**src/rtl/dispatch_pkg.sv**
```systemverilog
// Shared dispatch types: tag width, tag pool size, tag type and arbiter FSM states.
package dispatch_pkg;

   localparam int unsigned TAG_W    = 6;
   localparam int unsigned NUM_TAGS = 64;

   typedef logic [TAG_W-1:0] tag_t;

   typedef enum logic {
      ST_INIT = 1'b0,
      ST_RUN  = 1'b1
   } arb_state_t;

endpackage

```
**src/rtl/tag_ring.sv**
```systemverilog
// Circular tag store: head is the next tag to hand out, tail is where returned tags land.
module tag_ring #(
   parameter int unsigned NUM_TAGS = 64,
   parameter int unsigned TAG_W    = 6
) (
   input  logic             clk,
   input  logic             rst,
   input  logic             clear,
   input  logic             push,
   input  logic [TAG_W-1:0] push_tag,
   input  logic             pop,
   output logic [TAG_W-1:0] head_tag
);

   localparam logic [TAG_W-1:0] LAST = TAG_W'(NUM_TAGS - 1);

   logic [TAG_W-1:0] mem [NUM_TAGS];
   logic [TAG_W-1:0] head;
   logic [TAG_W-1:0] tail;

   // Pointers wrap explicitly so non-power-of-two pool sizes work.
   always_ff @(posedge clk) begin
      if (rst || clear) begin
         head <= '0;
         tail <= '0;
      end else begin
         if (push) tail <= (tail == LAST) ? '0 : tail + TAG_W'(1);
         if (pop)  head <= (head == LAST) ? '0 : head + TAG_W'(1);
      end
   end

   always_ff @(posedge clk) begin
      if (push && !rst && !clear) mem[tail] <= push_tag;
   end

   assign head_tag = mem[head];

endmodule

```
**src/rtl/tag_arbiter.sv**
```systemverilog
// Round-robin tag allocator over a FIFO tag pool with CDB tag return and flush re-init.
// Optional stall statistics counter enabled by defining TAG_ARB_STATS_EN.
module tag_arbiter
   import dispatch_pkg::*;
#(
   parameter int unsigned NUM_REQ  = 4,
   parameter int unsigned NUM_TAGS = dispatch_pkg::NUM_TAGS,
   parameter int unsigned TAG_W    = dispatch_pkg::TAG_W
) (
   input  logic               clk,
   input  logic               rst,
   input  logic [NUM_REQ-1:0] req_valid,
   output logic [NUM_REQ-1:0] req_grant,
   output logic [TAG_W-1:0]   grant_tag,
   input  logic               cdb_valid,
   input  logic [TAG_W-1:0]   cdb_tag,
   input  logic               flush,
   output logic               ready,
   output logic [TAG_W:0]     free_count,
   output logic               overflow_err,
   output logic [15:0]        stall_cnt
);

   localparam int unsigned   RR_W = (NUM_REQ > 1) ? $clog2(NUM_REQ) : 1;
   localparam logic [TAG_W:0] FULL = (TAG_W+1)'(NUM_TAGS);

   arb_state_t        state;
   logic [TAG_W-1:0]  init_cnt;
   logic [RR_W-1:0]   rr_ptr;
   logic [RR_W-1:0]   grant_idx;
   logic [RR_W-1:0]   scan_idx;
   int unsigned       rr_sum;
   logic              found;
   logic              can_grant;
   logic              do_grant;
   logic              do_ret;
   logic              accept_ret;
   logic              ring_push;
   logic [TAG_W-1:0]  ring_push_tag;
   logic [TAG_W-1:0]  head_tag;

   assign can_grant = (state == ST_RUN) && (free_count != '0) && !flush;

   // First asserted requester at or after rr_ptr, wrapping.
   always_comb begin
      found     = 1'b0;
      grant_idx = rr_ptr;
      scan_idx  = '0;
      rr_sum    = 0;
      req_grant = '0;
      for (int unsigned k = 0; k < NUM_REQ; k++) begin
         rr_sum = 32'(rr_ptr) + k;
         if (rr_sum >= NUM_REQ) rr_sum = rr_sum - NUM_REQ;
         scan_idx = RR_W'(rr_sum);
         if (!found && req_valid[scan_idx]) begin
            found     = 1'b1;
            grant_idx = scan_idx;
         end
      end
      if (can_grant && found) req_grant[grant_idx] = 1'b1;
   end

   assign do_grant      = can_grant && found;
   assign do_ret        = (state == ST_RUN) && cdb_valid && !flush;
   assign accept_ret    = do_ret && ((free_count != FULL) || do_grant);
   assign ring_push     = ((state == ST_INIT) && !flush) || accept_ret;
   assign ring_push_tag = (state == ST_INIT) ? init_cnt : cdb_tag;
   assign grant_tag     = (|req_grant) ? head_tag : '0;
   assign ready         = (state == ST_RUN);

   always_ff @(posedge clk) begin
      if (rst) begin
         state        <= ST_INIT;
         init_cnt     <= '0;
         free_count   <= '0;
         rr_ptr       <= '0;
         overflow_err <= 1'b0;
      end else if (flush) begin
         state      <= ST_INIT;
         init_cnt   <= '0;
         free_count <= '0;
      end else begin
         case (state)
            ST_INIT: begin
               init_cnt   <= init_cnt + TAG_W'(1);
               free_count <= free_count + (TAG_W+1)'(1);
               if (init_cnt == TAG_W'(NUM_TAGS - 1)) state <= ST_RUN;
            end
            ST_RUN: begin
               if (do_grant)
                  rr_ptr <= (grant_idx == RR_W'(NUM_REQ - 1)) ? '0 : grant_idx + RR_W'(1);
               if (do_grant && !accept_ret)
                  free_count <= free_count - (TAG_W+1)'(1);
               else if (!do_grant && accept_ret)
                  free_count <= free_count + (TAG_W+1)'(1);
               if (do_ret && !accept_ret) overflow_err <= 1'b1;
            end
            default: state <= ST_INIT;
         endcase
      end
   end

`ifdef TAG_ARB_STATS_EN
   logic [15:0] stall_q;

   always_ff @(posedge clk) begin
      if (rst)
         stall_q <= '0;
      else if ((state == ST_RUN) && (|req_valid) && (free_count == '0) && (stall_q != 16'hFFFF))
         stall_q <= stall_q + 16'd1;
   end

   assign stall_cnt = stall_q;
`else
   assign stall_cnt = '0;
`endif

   tag_ring #(
      .NUM_TAGS (NUM_TAGS),
      .TAG_W    (TAG_W)
   ) u_ring (
      .clk      (clk),
      .rst      (rst),
      .clear    (flush),
      .push     (ring_push),
      .push_tag (ring_push_tag),
      .pop      (do_grant),
      .head_tag (head_tag)
   );

endmodule

```
**config.mk**
```make
export PLATFORM = sky130hd
export DESIGN_NAME = tag_arbiter
export DESIGN_NICKNAME = d
export VERILOG_FILES = /design/src/rtl/dispatch_pkg.sv /design/src/rtl/tag_ring.sv /design/src/rtl/tag_arbiter.sv
export SDC_FILE = /design/constraint.sdc
export NUM_CORES = 1
export LEC_CHECK = 0
export ABC_AREA = 1
export BUFFER_PORTS_ARGS = -buffer_cell sky130_fd_sc_hd__buf_2
export CELL_PAD_IN_SITES_DETAIL_PLACEMENT = 0
export CELL_PAD_IN_SITES_GLOBAL_PLACEMENT = 1
export CORE_MARGIN = 4
export CORE_UTILIZATION = 54
export DETAILED_ROUTE_END_ITERATION = 10
export PLACE_DENSITY_LB_ADDON = 0.1
export SLEW_MARGIN = 10
export SYNTH_ARGS = -nofsm -noshare
export SYNTH_HDL_FRONTEND = slang
export SYNTH_SLANG_ARGS = --single-unit
```
**constraint.sdc**
```tcl
create_clock -name clk -period 8.1 [get_ports clk]
set_input_delay 2.025 -clock clk [delete_from_list [all_inputs] [get_ports clk]]
set_output_delay 2.025 -clock clk [all_outputs]
set_load 0.05 [all_outputs]
```
* Word-level counts from Yosys, hierarchy flattened *
Memories as Yosys holds them, arrays and structs flattened. A register that Yosys moved wholly into a read port is not among the register bits.
Index checks and enable logic that the tools add are counted.

cells by class
  reduce and logical (&&, ||, !) cells = 31
  mux-type cells = 37
  equality and inequality tests = 6
  magnitude comparators = 10
  bitwise logic cells = 2
  add/sub/neg operators = 13

operators by type and width
  cell                 count
  $mux 6               6
  $add 6x1->6 const B  3
  $eq 6x6->1 const B   3
  $mux 2               9
  $logic_and 1x1->1    16
  $lt 2x3->1 const B   5
  $mux 7               2
  $pmux 7 s2           1
  $mux 1               13
  $ge 3x3->1 const B   3
  $bmux 1 s2           4
  $sub 2x1->2 const B  4
  $add 7x1->7 const B  1
  $logic_not 1->1      7
  $ne 7x7->1 const B   1
  $reduce_bool 7->1    1
  $sub 7x1->7 const B  1
  $add 2x2->3 const B  2
  $reduce_and 3->1     2
  $mux 4               1
  $reduce_or 4->1      1
  $add 2x1->3 const B  1
  $ge 2x3->1 const B   1
  $logic_or 1x1->1     3
  other kinds (7)      8

storage, ports and cells
  word-level logic and storage cells = 107
  memories kept = 1
  memory bits (writable) = 384
  bits in registers = 29
  output and inout bits = 35

memories
  memory      depth  bits a word  read ports  clocked after memory_dff  wr ports  RTL line        source
  u_ring.mem  64     6            1           1                         1         tag_ring.sv:17  logic [TAG_W-1:0] mem [NUM_TAGS];

* Longest topological paths before layout *
Gate-level depths: netlist of the first run.

  depth after elaboration = 22
  depth in mapped cells = 14
  gate-level depth less buffers = 14

* Modules after synthesis *
From an unflattened synthesis of the first run, not the netlist that was laid out.

second synthesis, totals
  cells, all modules = 1711
  area total of the unflattened synthesis = 18108.6 um^2

by module, submodules not included
  module       times used  sequential area each (um^2)  cells each  area an instance (um^2)
  tag_ring     1           11891.4                      1443        16452.0
  tag_arbiter  1           340.3                        268         1656.6

* Least setup slack after synthesis of the first run *
OpenSTA, ideal clock, no wires.

  path type = in2out
  start = in req_valid[2]
  end = out req_grant[0]
  required time = 6.075 ns
  setup slack = 2.262 ns
  stages = 11
  data arrival time = 3.813 ns
  cells stage by stage = inv_1 -> nand2_1 -> nand2_1 -> nor2_1 -> nor2_1 -> and2_1 -> nand2_1 -> o21ai_0 -> ha_1 -> inv_1 -> nor2_1

on the way
  cells in the longest elaborated chain, start to end = 17
  elaborated cells on any way between the ends = 29
  classes of those cells = order compare (2); mux (19); reduce/logical (8)

ends and longest elaborated chain
  element                                                         RTL line           source
  start: declaration                                              tag_arbiter.sv:12  input logic [NUM_REQ-1:0] req_valid,
  $bmux 1 s2                                                      tag_arbiter.sv:55  if (!found && req_valid[scan_idx]) begin
  $mux 1 (implied by the code)                                    tag_arbiter.sv:55
  $mux 1                                                          tag_arbiter.sv:55
  $logic_not 1->1                                                 tag_arbiter.sv:55
  $logic_and 1x1->1                                               tag_arbiter.sv:55
  $mux 1                                                          tag_arbiter.sv:55
  $logic_not 1->1                                                 tag_arbiter.sv:55
  $logic_and 1x1->1                                               tag_arbiter.sv:55
  $mux 1                                                          tag_arbiter.sv:55
  $logic_not 1->1                                                 tag_arbiter.sv:55
  $logic_and 1x1->1                                               tag_arbiter.sv:55
  $mux 2                                                          tag_arbiter.sv:55
  $lt 2x3->1 (implied by the code) or $ge 2x1->1 (tied branches)  tag_arbiter.sv:60  if (can_grant && found) req_grant[grant_idx] = 1'b1;
  $logic_and 1x1->1 (implied by the code)                         tag_arbiter.sv:60
  $mux 1 (implied by the code)                                    tag_arbiter.sv:60
  $demux 1 s2                                                     tag_arbiter.sv:60
  $mux 4 (*)                                                      tag_arbiter.sv:60
  end: declaration                                                tag_arbiter.sv:13  output logic [NUM_REQ-1:0] req_grant,

Every way passes the cells marked *; elsewhere a longest branch is shown, timed or not. The select of a mux whose other input is x is not followed.

* Worst setup path after layout of the first run *
  start = in req_valid[2]
  end = out req_grant[1]

Same word-level chain as after synthesis.

==> results.toml, run 1 <==
[cts]
ctsResizeCount = 0
tritoncts_clock_tree = "yes"
max-clock-path-buffers = 3
cts_made_buffers = 43
cts.sink_count = 419
clock_edge_transition_at_the_registers_on_the_reported_setup_and_hold_paths_ns = 0.06
cts-htree-levels = 2
cts_hold_repair.buffers = 0
clockRootBuffer = "clkbuf_16"
worstSkewPairLatency_ns = 0.54
cts_setup_buffers = 0

[sta]
maxSlewHeadroom_pct = 28.1
totalNegativeSetupSlack_ns = 0
final_min_period_over_clock_period_pct = 72.8
period_needed_ns = 5.90
hold_viol_final = 0
finClkSkew_ns = 0.0161
finalSetupViolCount = 0
worst_slew_pin_slew_ns = 1.07
timing.final.max_slew_violations = 0
setup_repair_after_global_routing_missed_its_margin = "false"
max_clock_freq_ghz = 0.169

[placement]
gp_congestion = 0.837
buffer_ports.inserted = 32
place.detailed.hpwl_um = 24900
place.detailed.instances = 2076

[final_layout]
layout_commonest_cell = "edfxtp_1"
commonest_non_fill_non_tap_cells_in_the_layout = "edfxtp_1, nand2_1, nor2_1"
area.growth.synth_to_final_pct = 10.3
fillerInstances = 2739
nNetsFinal = 1702
layout_cell_share_with_drive_strength_beyond_1_pct = 8.53
final_cells = 2154
diodes = 0

[logic_synthesis]
synth_cells = 1677
synthDistinctLibCells = 32
synth_cell_area_um2 = 18000
synthesis.yosys.warnings = 0
synth_seq_area_share_pct = 68.0
ys_top_cells_by_area = "edfxtp_1, nand2_1, nor2_1"
postSynthRegisterBits = 419
async_flop_share_pct = 0
synth_top_area_share_pct = 64.1
post-synth-top-area-cell = "edfxtp_1"
yosys_most_used_dff = "edfxtp_1"
post_synth.cell_area_avg_um2 = 10.7
number_of_flops_mapped_to_enable_cells_by_yosys = 384

[global_routing]
overflow = 0
global_route_wire_length_before_repair_um = 66300
initial_antenna_violation_count = 0
grt_overall_usage_pct = 23.5
grt_max_degree = 89
grt_pass1_vias = 11700

[run]
drv_cap = 0

[worst_setup_path]
crit_path_top_delay_cell = "o21ai_0"
critical_path_cell_sequence = "buf_2 > inv_1 > nand2_1 > nand2_1 > nor2_1 > nor2_1 > and2_1 > nand2_1 > o21ai_0 > inv_1 > ha_1 > inv_1 > nor2_1 > buf_2"
endpoint_kind = "output port"
critical_path_class = "input port to output port"
worstPathRequired_ns = 6.08
crit_path_start_kind = "input port"
crit_path_max_fanout = 4
cp.arrival_ns = 3.88
critPathMaxStageDelay_ns = 0.34
critical_path_buf_inv_count = 5
timing.critical_path.max_delay_family = "simple AND/OR/NAND/NOR gates"

[route]
detail_route.first_pass.iterations = 5
drtIter0Drc = 977
post_drt_via_cell_ratio = 5.58
drt-wirelength-per-cell_um = 19.9
drc = 0
postRouteAntennaNets = 0
routed-via-count = 12000
postRouteWirelength_um = 42900

[floorplan]
design.portCount = 49
cell_rows = 66
die_height_um = 191
die_area_um2 = 36300
die_w_um = 191
std_cell_core_area_um2 = 32700
initial_core_utilization_pct = 55.0

[power]
pwr_density_cell_nw_per_um2 = 220
leakage_power_nw = 6.93
ir_worst_vdd_uv = 196

[status]
outcome = "finished clean"

[min_path]
hp-class = "register to register"
synth_stat cells (7+ instances only):
library cell  instances
buf_4                20
inv_1                65
ha_1                  9
nor3_1               17
nand3_1              77
nor2_1              266
o21ai_0             183
buf_2                22
nand3_2               7
nand2_1             362
buf_1                 8
xor2_1               11
a21oi_1              40
clkbuf_1             55
o22ai_1              78
dfxtp_1              35
edfxtp_1            384
kinds of logic (layout without fill, tap and decap cells):
kind of cell             count (synthesis)  in the layout  share of synthesized area, %
buffers and inverters                  177            197                          4.32
AND/OR/NAND/NOR                        751            751                          17.2
AO/OA/AOI/OAI                          307            307                          9.25
other                                    1             16                        0.0208
flip-flops                             419            419                          68.0
XOR/XNOR                                13             13                         0.633
adder cells (fa/ha/maj)                  9              9                         0.626
worst paths after layout:
check,depth (start not counted),slack [ns],start,to
worst min-delay path,2,0.48,u_ring.head[4],register
worst max-delay path,14,2.20,req_valid[2],req_grant[1]
worst max register to register,8,4.56,ready,u_ring.mem[31][4]
worst min register to register,2,0.48,u_ring.head[4],register
flip-flops by register name (all words and copies together) (netlist names), named ones only:
register and cells:
free_count 7, init_cnt 6, u_ring.head 6, overflow_err 1, ready 1, u_ring.tail 6
rr_ptr 2, u_ring.mem 384
layer usage:
layer / vias to the layer above / GRT usage (%) / share of wire [%]
met5: - / 0 / 0
met4: 0 / 6.85 / 2.8
met3: 74 / 3.99 / 5.9
met2: 322 / 37.9 / 47
met1: 5810 / 33.4 / 44
li1: 5818 / - / -
power by group:
part	total, mW	leakage [nW]	switching [mW]	internal [mW]
sequential	2.34	3.59	0.00211	2.34
combinational	0.0728	2.66	0.0584	0.0144
clock	1.96	0.684	0.782	1.17
per-stage QoR:
| step | power, mW | worst slack (ns) | util, % | area [µm²] | hold WS [ns] |
|---|---|---|---|---|---|
| after floorplan | 2.44 | 2.26 | - | 18100 | 0.434 |
| after global placement | 2.46 | 2.27 | 56.4 | 18400 | 0.458 |
| after detailed placement | 2.46 | 2.22 | 56.4 | 18400 | 0.464 |
| after CTS | 4.40 | 2.21 | 60.7 | 19800 | 0.479 |
| after global routing | 4.50 | 1.98 | 60.7 | 19800 | 0.505 |
| final | 4.37 | 2.20 | 60.7 | 19800 | 0.475 |
worst min-delay path: cells and delay by family, from the launching register on:
| family | cells | cell delay (ns) |
|---|---|---|
| compound gates | 1 | 0.07 |
| buf+inv | 1 | 0.05 |
| flops | 1 | 0.31 |
area by class of cell:
cell class	instances	area, µm²	area share, %
repair buffers	48	280	1.41
clock inverters	14	143	0.719
flip-flops and latches	419	12200	61.7
clock buffers	64	1270	6.39
inverters	71	269	1.36
multi-input cells	1096	5090	25.7
well taps	442	553	2.79
Note: power is estimated with default switching activity, not from simulation.
==> run 2, diff against run 1 <==
--- a/config.mk
+++ b/config.mk
@@ -10,7 +10,7 @@
 export CELL_PAD_IN_SITES_DETAIL_PLACEMENT = 0
 export CELL_PAD_IN_SITES_GLOBAL_PLACEMENT = 1
 export CORE_MARGIN = 4
-export CORE_UTILIZATION = 54
+export CORE_UTILIZATION = 50
 export DETAILED_ROUTE_END_ITERATION = 10
 export PLACE_DENSITY_LB_ADDON = 0.1
 export SLEW_MARGIN = 10
==> constraint.sdc (replaced) <==
create_clock -name clk -period 5.94 [get_ports clk]
set_input_delay 1.485 -clock clk [delete_from_list [all_inputs] [get_ports clk]]
set_output_delay 1.485 -clock clk [all_outputs]
set_load 0.05 [all_outputs]
==> results.toml, run 2 (synthesis results as in run 1) <==
[status]
outcome = "finished clean"

[min_path]
hp-class = "register to register"

[placement]
gp_congestion = 0.832
buffer_ports.inserted = 32
place.detailed.hpwl_um = 25100
pre_cts_slack_ns = 1.11
place.detailed.instances = 2096
placed_inst_area_um2 = 18500

[final_layout]
seqCellArea_um2 = 12200
stdcell_area_um2 = 19900
finish.utilization_pct = 55.9
largest_reg_flops = 384
commonest_non_fill_non_tap_cells_in_the_layout = "edfxtp_1, nand2_1, nor2_1"
layout_top_registers = "u_ring.mem (384), free_count (7)"
layout_commonest_cell = "edfxtp_1"
registers.top_by_ff_count = "u_ring.mem"
nNetsFinal = 1703
final_cells = 2173
multi_input_area_um2 = 5100
layout_cell_share_with_drive_strength_beyond_1_pct = 8.64
area.growth.synth_to_final_pct = 10.5
diodes = 0
fillerInstances = 3132

[route]
detail_route.first_pass.iterations = 5
routed-via-count = 12000
dr_wl_met3_um = 2150
top_signal_layer_used = "met4"
met1_length_um = 19600
postRouteAntennaNets = 0
drtIter0Drc = 918
drt-wirelength-per-cell_um = 20.1
postRouteWirelength_um = 43600
drc = 0
post_drt_via_cell_ratio = 5.53
sum_of_met2_wire_segment_lengths_after_detailed_routing_um = 21100

[sta]
timing.final.max_slew_violations = 0
hold_slack_ns = 0.475
setup_repair_after_global_routing_missed_its_margin = "false"
timing.final.ws_setup_ns = 1.10
hold_viol_final = 0
totalNegativeSetupSlack_ns = 0
period_needed_ns = 4.84
finalSetupViolCount = 0
max_clock_freq_ghz = 0.207
worst_slew_pin_slew_ns = 1.18
finClkSkew_ns = 0.0169
maxSlewHeadroom_pct = 20.6
final_min_period_over_clock_period_pct = 81.4

[global_routing]
overflow = 0
initial_antenna_violation_count = 0
grt_pass1_vias = 11500
global_route_wire_length_before_repair_um = 67700
grt_max_degree = 205
grt_overall_usage_pct = 22.4

[power]
ir_worst_vdd_uv = 236
leakage_power_nw = 6.93
pwr_density_cell_nw_per_um2 = 296
p_total_mw = 5.89

[worst_setup_path]
critical_path_cell_sequence = "buf_2 > inv_1 > nand2_1 > a31oi_4 > nand2_4 > inv_1 > nand2_1 > nor2_1 > buf_2"
crit_path_top_delay_cell = "inv_1"
endpoint_kind = "output port"
crit_path_max_fanout = 15
critPathMaxStageDelay_ns = 0.52
r2r_slack_ns = 2.32
crit_path_start_kind = "input port"
cp.arrival_ns = 3.35
critical_path_class = "input port to output port"
worstPathRequired_ns = 4.45

[cts]
cts.sink_count = 419
tritoncts_clock_tree = "yes"
cts_setup_buffers = 0
clock_edge_transition_at_the_registers_on_the_reported_setup_and_hold_paths_ns = 0.06
cts_made_buffers = 43
worstSkewPairLatency_ns = 0.55
cts-htree-levels = 2
cts_hold_repair.buffers = 0
max-clock-path-buffers = 3
clockRootBuffer = "clkbuf_16"
ctsResizeCount = 0

[floorplan]
design.portCount = 49
die_height_um = 198
die_w_um = 198
die_area_um2 = 39100
std_cell_core_area_um2 = 35600
cell_rows = 69
initial_core_utilization_pct = 50.6

[run]
drv_cap = 0
-- run 2: path summary, 6_finish.rpt --
path	endpoint	start	cells past startpoint
setup / recovery	grant_tag[4]	flush	9
hold / removal	u_ring.head[4]	u_ring.head[4]	2
setup reg to reg	u_ring.mem[1][4]	ready	8
hold reg to reg	u_ring.head[4]	u_ring.head[4]	2
-- run 2: routing by layer --
metal  GRT usage [%]  up-vias
li1                -     5809
met1            32.1     5850
met2            36.6      296
met3            3.47       59
met4            5.13        0
met5               0        -
-- run 2: worst max-delay path: cells and delay by family --
kind / cells / cell delay (ns)
AND/OR/NAND/NOR: 4 / 0.55
AO/OA/AOI/OAI: 1 / 0.34
buffers and inverters: 4 / 0.96
-- run 2: cell type report --
type | count | share of cell area [%]
sequential | 419 | 61.6
tap | 461 | 2.90
clock inverter | 20 | 0.736
inverter | 71 | 1.35
timing repair buffer | 49 | 1.70
multi-input combinational | 1096 | 25.7
clock buffer | 57 | 6.09
-- run 2: power breakdown --
part           switching (mW)  internal [mW]  leakage, nW
Combinational          0.0790         0.0195         2.69
Sequential            0.00323           3.19         3.59
Clock                    1.08           1.52        0.661
